[src/rtl/mul_booth_pipe_if.sv]
// Handshake bundle for mul_booth_pipe.
// Issue side: Flush, InValid/InReady, MulOp, Multiplicand, Multiplier, InTag.
// Result side: OutValid/OutReady, ProductData, OutTag.
// master: the issue stage and result consumer; slave: the multiplier.
interface mul_booth_pipe_if #(
  parameter int unsigned WIDTH = 32,
  parameter int unsigned TAG_W = 5
);
  logic             Flush;
  logic             InValid;
  logic             InReady;
  logic [1:0]       MulOp;
  logic [WIDTH-1:0] Multiplicand;
  logic [WIDTH-1:0] Multiplier;
  logic [TAG_W-1:0] InTag;
  logic             OutValid;
  logic             OutReady;
  logic [WIDTH-1:0] ProductData;
  logic [TAG_W-1:0] OutTag;

  modport master (
    output Flush, InValid, MulOp, Multiplicand, Multiplier, InTag, OutReady,
    input  InReady, OutValid, ProductData, OutTag
  );

  modport slave (
    input  Flush, InValid, MulOp, Multiplicand, Multiplier, InTag, OutReady,
    output InReady, OutValid, ProductData, OutTag
  );
endinterface

[src/rtl/mul_booth_pipe.sv]
// Three-stage radix-4 Booth / carry-save multiplier (MUL, MULH, MULHU).
// Ports:
//   Clk  - rising-edge clock
//   Rest - asynchronous active-low reset
//   bus  - mul_booth_pipe_if.slave: operands, op, tag, flush, result handshake
// S1 recodes the multiplier and registers the partial products, S2 reduces them
// with a 3:2 carry-save tree, S3 does the final add and word select.
// The whole pipe advances only when the output slot is empty or being taken.
module mul_booth_pipe #(
  parameter int unsigned WIDTH = 32,
  parameter int unsigned TAG_W = 5
) (
  input logic             Clk,
  input logic             Rest,
  mul_booth_pipe_if.slave bus
);
  localparam int Ew      = WIDTH + 2;
  localparam int NumPp   = Ew / 2;
  // Rows are kept to 2*WIDTH bits: higher columns never reach either selected word.
  localparam int Pw      = 2 * WIDTH;
  localparam int NumRows = NumPp + 1;

  logic             adv;
  logic             out_valid_q;
  logic [WIDTH-1:0] out_data_q;
  logic [TAG_W-1:0] out_tag_q;

  logic             s1_valid_q, s2_valid_q;
  logic [1:0]       s1_op_q, s2_op_q;
  logic [TAG_W-1:0] s1_tag_q, s2_tag_q;
  logic [Pw-1:0]    s1_pp_q [NumPp];
  logic [Pw-1:0]    s1_corr_q;
  logic [Pw-1:0]    s2_sum_q, s2_carry_q;

  assign adv              = ~out_valid_q | bus.OutReady;
  assign bus.InReady      = adv;
  assign bus.OutValid     = out_valid_q;
  assign bus.ProductData  = out_data_q;
  assign bus.OutTag       = out_tag_q;

  // S1: operand extension and Booth recoding.
  logic            signed_op;
  logic [Ew-1:0]   a_ext, b_ext;
  logic [Ew:0]     b_app;
  logic [Pw-1:0]   a_pw;
  logic [Pw-1:0]   pp_d [NumPp];
  logic [Pw-1:0]   corr_d;
  logic [2:0]      dig;
  logic [Pw-1:0]   mag;
  logic            neg;

  always_comb begin
    signed_op = (bus.MulOp != 2'b10);
    a_ext     = {{2{signed_op & bus.Multiplicand[WIDTH-1]}}, bus.Multiplicand};
    b_ext     = {{2{signed_op & bus.Multiplier[WIDTH-1]}}, bus.Multiplier};
    b_app     = {b_ext, 1'b0};
    a_pw      = {{(Pw - Ew){a_ext[Ew-1]}}, a_ext};
    corr_d    = '0;
    dig       = '0;
    mag       = '0;
    neg       = 1'b0;
    for (int i = 0; i < NumPp; i++) begin
      dig = b_app[2*i +: 3];
      mag = '0;
      neg = 1'b0;
      case (dig)
        3'b001, 3'b010: mag = a_pw;
        3'b011:         mag = a_pw << 1;
        3'b100: begin
          mag = a_pw << 1;
          neg = 1'b1;
        end
        3'b101, 3'b110: begin
          mag = a_pw;
          neg = 1'b1;
        end
        default: ;
      endcase
      // -X as ~X shifted in; the missing +1 lands on the digit's LSB column.
      pp_d[i]       = (neg ? ~mag : mag) << (2 * i);
      corr_d[2 * i] = neg;
    end
  end

  // S2: layered 3:2 reduction; every full group of three rows becomes two,
  // leftovers pass through, until two rows remain.
  logic [Pw-1:0] tree [NumRows];
  logic [Pw-1:0] nxt  [NumRows];
  logic [Pw-1:0] sum_d, carry_d;
  int            cnt, grp;

  always_comb begin
    for (int i = 0; i < NumPp; i++) tree[i] = s1_pp_q[i];
    tree[NumPp] = s1_corr_q;
    nxt = tree;
    cnt = NumRows;
    grp = 0;
    for (int lvl = 0; lvl < NumRows; lvl++) begin
      if (cnt > 2) begin
        grp = cnt / 3;
        for (int j = 0; j < NumRows; j++) nxt[j] = '0;
        for (int j = 0; j < NumRows / 3; j++) begin
          if (j < grp) begin
            nxt[2*j]   = tree[3*j] ^ tree[3*j+1] ^ tree[3*j+2];
            nxt[2*j+1] = ((tree[3*j] & tree[3*j+1]) | (tree[3*j] & tree[3*j+2]) |
                          (tree[3*j+1] & tree[3*j+2])) << 1;
          end
        end
        for (int j = 0; j < NumRows; j++) begin
          if (j >= 3 * grp && j < cnt) nxt[j - grp] = tree[j];
        end
        cnt  = cnt - grp;
        tree = nxt;
      end
    end
    sum_d   = tree[0];
    carry_d = tree[1];
  end

  // S3: carry-propagate add and word select (op 11 behaves as MUL).
  logic [Pw-1:0]    full_sum;
  logic [WIDTH-1:0] result_d;

  assign full_sum = s2_sum_q + s2_carry_q;

  always_comb begin
    result_d = full_sum[WIDTH-1:0];
    if (s2_op_q == 2'b01 || s2_op_q == 2'b10) result_d = full_sum[Pw-1:WIDTH];
  end

  // Control and result registers; flush beats stall and drops the incoming op.
  always_ff @(posedge Clk or negedge Rest) begin
    if (!Rest) begin
      s1_valid_q  <= 1'b0;
      s2_valid_q  <= 1'b0;
      out_valid_q <= 1'b0;
      out_data_q  <= '0;
      out_tag_q   <= '0;
    end else if (bus.Flush) begin
      s1_valid_q  <= 1'b0;
      s2_valid_q  <= 1'b0;
      out_valid_q <= 1'b0;
    end else if (adv) begin
      s1_valid_q  <= bus.InValid;
      s2_valid_q  <= s1_valid_q;
      out_valid_q <= s2_valid_q;
      if (s2_valid_q) begin
        out_data_q <= result_d;
        out_tag_q  <= s2_tag_q;
      end
    end
  end

  // Wide datapath registers carry no reset; the valid bits qualify them.
  always_ff @(posedge Clk) begin
    if (adv) begin
      s1_op_q    <= bus.MulOp;
      s1_tag_q   <= bus.InTag;
      s1_pp_q    <= pp_d;
      s1_corr_q  <= corr_d;
      s2_op_q    <= s1_op_q;
      s2_tag_q   <= s1_tag_q;
      s2_sum_q   <= sum_d;
      s2_carry_q <= carry_d;
    end
  end
endmodule

[src/flat_wrapper.sv]
// flat-port wrapper written by rule: the top's interface ports become plain ports
module mul_booth_pipe_flat 
#(
  parameter int unsigned WIDTH = 32,
  parameter int unsigned TAG_W = 5
)
  (Clk, Rest, bus_Flush, bus_InValid, bus_MulOp, bus_Multiplicand, bus_Multiplier, bus_InTag, bus_OutReady, bus_InReady, bus_OutValid, bus_ProductData, bus_OutTag);
  mul_booth_pipe_if #(.WIDTH(WIDTH), .TAG_W(TAG_W)) bus_i ();
  input logic Clk;
  input logic Rest;
  input wire logic [$bits(bus_i.Flush)-1:0] bus_Flush;
  input wire logic [$bits(bus_i.InValid)-1:0] bus_InValid;
  input wire logic [$bits(bus_i.MulOp)-1:0] bus_MulOp;
  input wire logic [$bits(bus_i.Multiplicand)-1:0] bus_Multiplicand;
  input wire logic [$bits(bus_i.Multiplier)-1:0] bus_Multiplier;
  input wire logic [$bits(bus_i.InTag)-1:0] bus_InTag;
  input wire logic [$bits(bus_i.OutReady)-1:0] bus_OutReady;
  output wire logic [$bits(bus_i.InReady)-1:0] bus_InReady;
  output wire logic [$bits(bus_i.OutValid)-1:0] bus_OutValid;
  output wire logic [$bits(bus_i.ProductData)-1:0] bus_ProductData;
  output wire logic [$bits(bus_i.OutTag)-1:0] bus_OutTag;
  assign bus_i.Flush = bus_Flush;
  assign bus_i.InValid = bus_InValid;
  assign bus_i.MulOp = bus_MulOp;
  assign bus_i.Multiplicand = bus_Multiplicand;
  assign bus_i.Multiplier = bus_Multiplier;
  assign bus_i.InTag = bus_InTag;
  assign bus_i.OutReady = bus_OutReady;
  assign bus_InReady = bus_i.InReady;
  assign bus_OutValid = bus_i.OutValid;
  assign bus_ProductData = bus_i.ProductData;
  assign bus_OutTag = bus_i.OutTag;
  mul_booth_pipe #(.WIDTH(WIDTH), .TAG_W(TAG_W)) u_core (.Clk(Clk), .Rest(Rest), .bus(bus_i));
endmodule
[config.mk]
export PLATFORM = sky130hd
export DESIGN_NAME = mul_booth_pipe_flat
export DESIGN_NICKNAME = d
export VERILOG_FILES = /design/src/rtl/mul_booth_pipe_if.sv /design/src/rtl/mul_booth_pipe.sv /design/src/flat_wrapper.sv
export SDC_FILE = /design/constraint.sdc
export NUM_CORES = 2
export LEC_CHECK = 0
export ABC_AREA = 0
export BUFFER_PORTS_ARGS = -buffer_cell sky130_fd_sc_hd__buf_2
export CAP_MARGIN = 40
export CORE_MARGIN = 2
export CORE_UTILIZATION = 47
export DETAILED_ROUTE_END_ITERATION = 8
export HOLD_SLACK_MARGIN = 0.02
export RECOVER_POWER = 50
export SLEW_MARGIN = 5
export SYNTH_ARGS = -nofsm -noshare
export SYNTH_HDL_FRONTEND = slang
export SYNTH_SLANG_ARGS = --single-unit
[constraint.sdc]
create_clock -name Clk -period 106.3 [get_ports Clk]
set_clock_uncertainty 0.1 [all_clocks]
set_input_delay 21.26 -clock Clk [delete_from_list [all_inputs] [get_ports Clk]]
set_output_delay 21.26 -clock Clk [all_outputs]
set_load 0.05 [all_outputs]
==> metrics.md <==
| Metric | Value |
|---|---|
| # port buffers | 114 |
| CTS Buffer Depth | 3 |
| Largest net degree at the start of global routing | 174 |
| Setup TNS | 0 ps |
| Number of setup buffers added after CTS | 0 |
| Critical Path AT | 22260 ps |
| Peak Freq | 22.9 MHz |
| Worst path most repeated cell | buf_2 |
| Mapped Avg Cell Area | 11.1 µm² |
| WL final | 174000 µm |
| Vias in the first global route | 39500 |
| DRC | 0 |
| Later-pin clock latency in the skew report | 670 ps |
| Critical Path RT | 84940 ps |
| Resized cells post-CTS | 0 |
| Commonest non-fill, non-tap cell in the layout | inv_1 |
| Row cnt | 127 |
| Period utilisation layout | 0.410 |
| Rel. slew slack | -1.54 |
| Layout cells sized above 1 | 0.0667 |
| Most frequent cells in the layout | inv_1 (772), edfxtp_1 (730), fa_1 (551) |
| Initial antenna violation count | 16 |
| Failing checks | capacitance limit, slew limit |
| Hold Path Origin | u_core.s1_tag_q[1] |
| CTS Buf Count | 92 |
| Antenna Nets Post-Route | 0 |
| CTS Sinks | 770 |
| RSZ-0062 raised after global routing | no |
| Storage cell area | 0.0229 mm² |
| Die X | 352 µm |
| Area of the die | 0.124 mm² |
| Total of max-cap violations | 29 |
| Crit path max-delay cell type | nand2b_1 |
| Final Cell Area | 0.0617 mm² |
| Vias/cell | 5.89 |
| Final hold vios | 0 |
| CP startpoint kind | input pin |
| Gr usage total | 0.284 |
| Critical Path Max Stage Delay | 520 ps |
| Post-Synthesis Cells | 5112 |
| Library cells used by synthesis | 75 |
| Final hold slack | 320 ps |
| Seq/Total Area, Yosys | 0.403 |
| Cell count of the worst reg-to-reg path | 6 |
| Initial Utilization | 0.474 |
| Net Count, Synth | 5915 |
| R2R Path Start | u_core.bus.OutValid |
| HPWL Detailed | 117000 µm |
| Placement Cell Area | 0.0591 mm² |
| Share of flip-flops with an asynchronous set or reset after synthesis | 0.0519 |
| Top FF cell, synth | edfxtp_1 |
| Final Max Slew Viols | 985 |
| Placer Congestion | 0.919 |
| Count of warnings emitted by yosys | 0 |
| Filler cells | 10600 |
| Mapped Area | 0.0568 mm² |
| H-tree Lvls | 3 |
| Setup-failing EPs final | 0 |
| Status | complete, but fails checks |
| Clock transition at path regs | 60 ps |
| Wirelength per Cell | 26.2 µm |
| Global-route wire length before repair | 259000 µm |
| Clock Root Buffer | clkbuf_16 |
| DRT iter0 DRCs | 4533 |
| Number of synthesized flops with an enable pin | 730 |
| Hold Crit Depth | 0 |
| Top Ports | 115 |
| Die Ht | 352 µm |
| Nets@finish | 5769 |
| Hold Crit Class | reg -> reg |
| Crit path launch | bus_OutReady |
| Core area | 0.120 mm² |
| Min Clock Period, post-route | 43620 ps |
| Critical Path Fanout Max | 2 |
| Total vias in the final route | 39300 |
| CTS Hold Bufs | 0 |
| CTS tree | built |
| Critical path capture point type | output pin |
| Multi-input gate area | 0.0294 mm² |
| Setup CP Type | in -> out |
| DR pass1 iterations | 6 |
| CP Cell Sequence | buf_2 > nand2b_1 > buf_2 |
| Yosys reg bits | 770 |
| Area delta synth->final | 8.52% |
| Total global routing overflow | 0 |
| Slew @ Worst Pin | 3810 ps |
| Core Util, Final | 0.514 |
[path summary, 6_finish.rpt]
check / to / slack (ps)
worst max register to register: u_core.s1_pp_q[54] / 98870
worst max-delay path: bus_InReady / 62680
worst min register to register: u_core.s2_tag_q[1] / 320
min in group asynchronous: u_core.bus.ProductData[12] / 20680
max in group asynchronous: u_core.bus.OutTag[4] / 83830
worst min-delay path: u_core.s2_tag_q[1] / 320
[cell usage after synthesis (7+ instances only)]
master | n | share of area
edfxtp_1 | 730 | 0.39
a22oi_1 | 432 | 0.057
fa_1 | 551 | 0.19
a211oi_1 | 20 | 0.0026
o31ai_1 | 14 | 0.0018
nand2b_1 | 7 | 0.00077
dfrtp_1 | 40 | 0.018
nand3_1 | 13 | 0.0011
o21a_1 | 9 | 0.0012
a31oi_1 | 11 | 0.0012
o21ai_1 | 11 | 0.00097
xor2_1 | 509 | 0.078
nand2_1 | 136 | 0.0090
xnor2_1 | 58 | 0.0089
nor2b_1 | 20 | 0.0022
buf_1 | 95 | 0.0063
a21oi_1 | 145 | 0.013
mux2i_1 | 37 | 0.0065
clkbuf_1 | 364 | 0.024
buf_2 | 13 | 0.0011
a21o_1 | 38 | 0.0050
inv_1 | 772 | 0.051
nor2_1 | 149 | 0.0098
o21ai_0 | 496 | 0.044
a221o_1 | 42 | 0.0074
nand4_1 | 22 | 0.0024
nor3_1 | 16 | 0.0014
o22a_1 | 13 | 0.0020
o21bai_1 | 8 | 0.0011
a22o_1 | 32 | 0.0049
and3_1 | 41 | 0.0045
and2_1 | 15 | 0.0017
ha_1 | 176 | 0.039
[critical path, delay by kind of cell]
family	cells	cell delay [ps]
and+or+nand+nor	1	520
buffers and inverters	2	460
[state kept, by name, indices dropped and copies added, names as in the netlist]
register	count
u_core.bus.OutTag	5
u_core.bus.OutValid	1
u_core.bus.ProductData	32
u_core.s1_corr_q	17
u_core.s1_op_q	2
u_core.s1_pp_q	576
u_core.s1_tag_q	5
u_core.s1_valid_q	1
u_core.s2_carry_q	59
u_core.s2_op_q	2
u_core.s2_sum_q	64
u_core.s2_tag_q	5
u_core.s2_valid_q	1
[cell families after synthesis]
| family | Yosys count | synth area share |
|---|---|---|
| multiplexers | 38 | 0.00672 |
| adder cells (fa/ha/maj) | 733 | 0.234 |
| AND/OR/NAND/NOR | 433 | 0.0347 |
| AO/OA/AOI/OAI | 1325 | 0.151 |
| buffers and inverters | 1245 | 0.0825 |
| XOR/XNOR | 567 | 0.0874 |
| other | 1 | 0.0000660 |
| flip-flops | 770 | 0.403 |
[per-stage QoR]
step / instances / setup slack [ps]
after detailed placement: 6484 / 63040
final: 6659 / 62680
after floorplan: 5112 / 43390
after global placement: 6462 / 63030
after global routing: 6653 / 62650
after CTS: 6653 / 63040
[cell type report]
cell class / instances / area share
antenna: 6 / 0.000243
clock buffer: 112 / 0.0392
multi-input combinational: 3097 / 0.477
clock inverter: 57 / 0.00749
timing repair buffer: 232 / 0.0250
sequential: 770 / 0.372
inverter: 773 / 0.0471
tap: 1612 / 0.0327
[layer usage]
layer / vias to the layer above / GRT usage / wire length [µm]
met2: 1936 / 0.451 / 80100
met1: 20000 / 0.400 / 72400
met5: - / 0 / 36
met3: 304 / 0.0444 / 16400
met4: 6 / 0.0938 / 5570
li1: 17000 / - / -
Power is left out: the tool's default activity adds up to more than one toggle a clock period on the data nets, which glitch-free logic cannot reach.
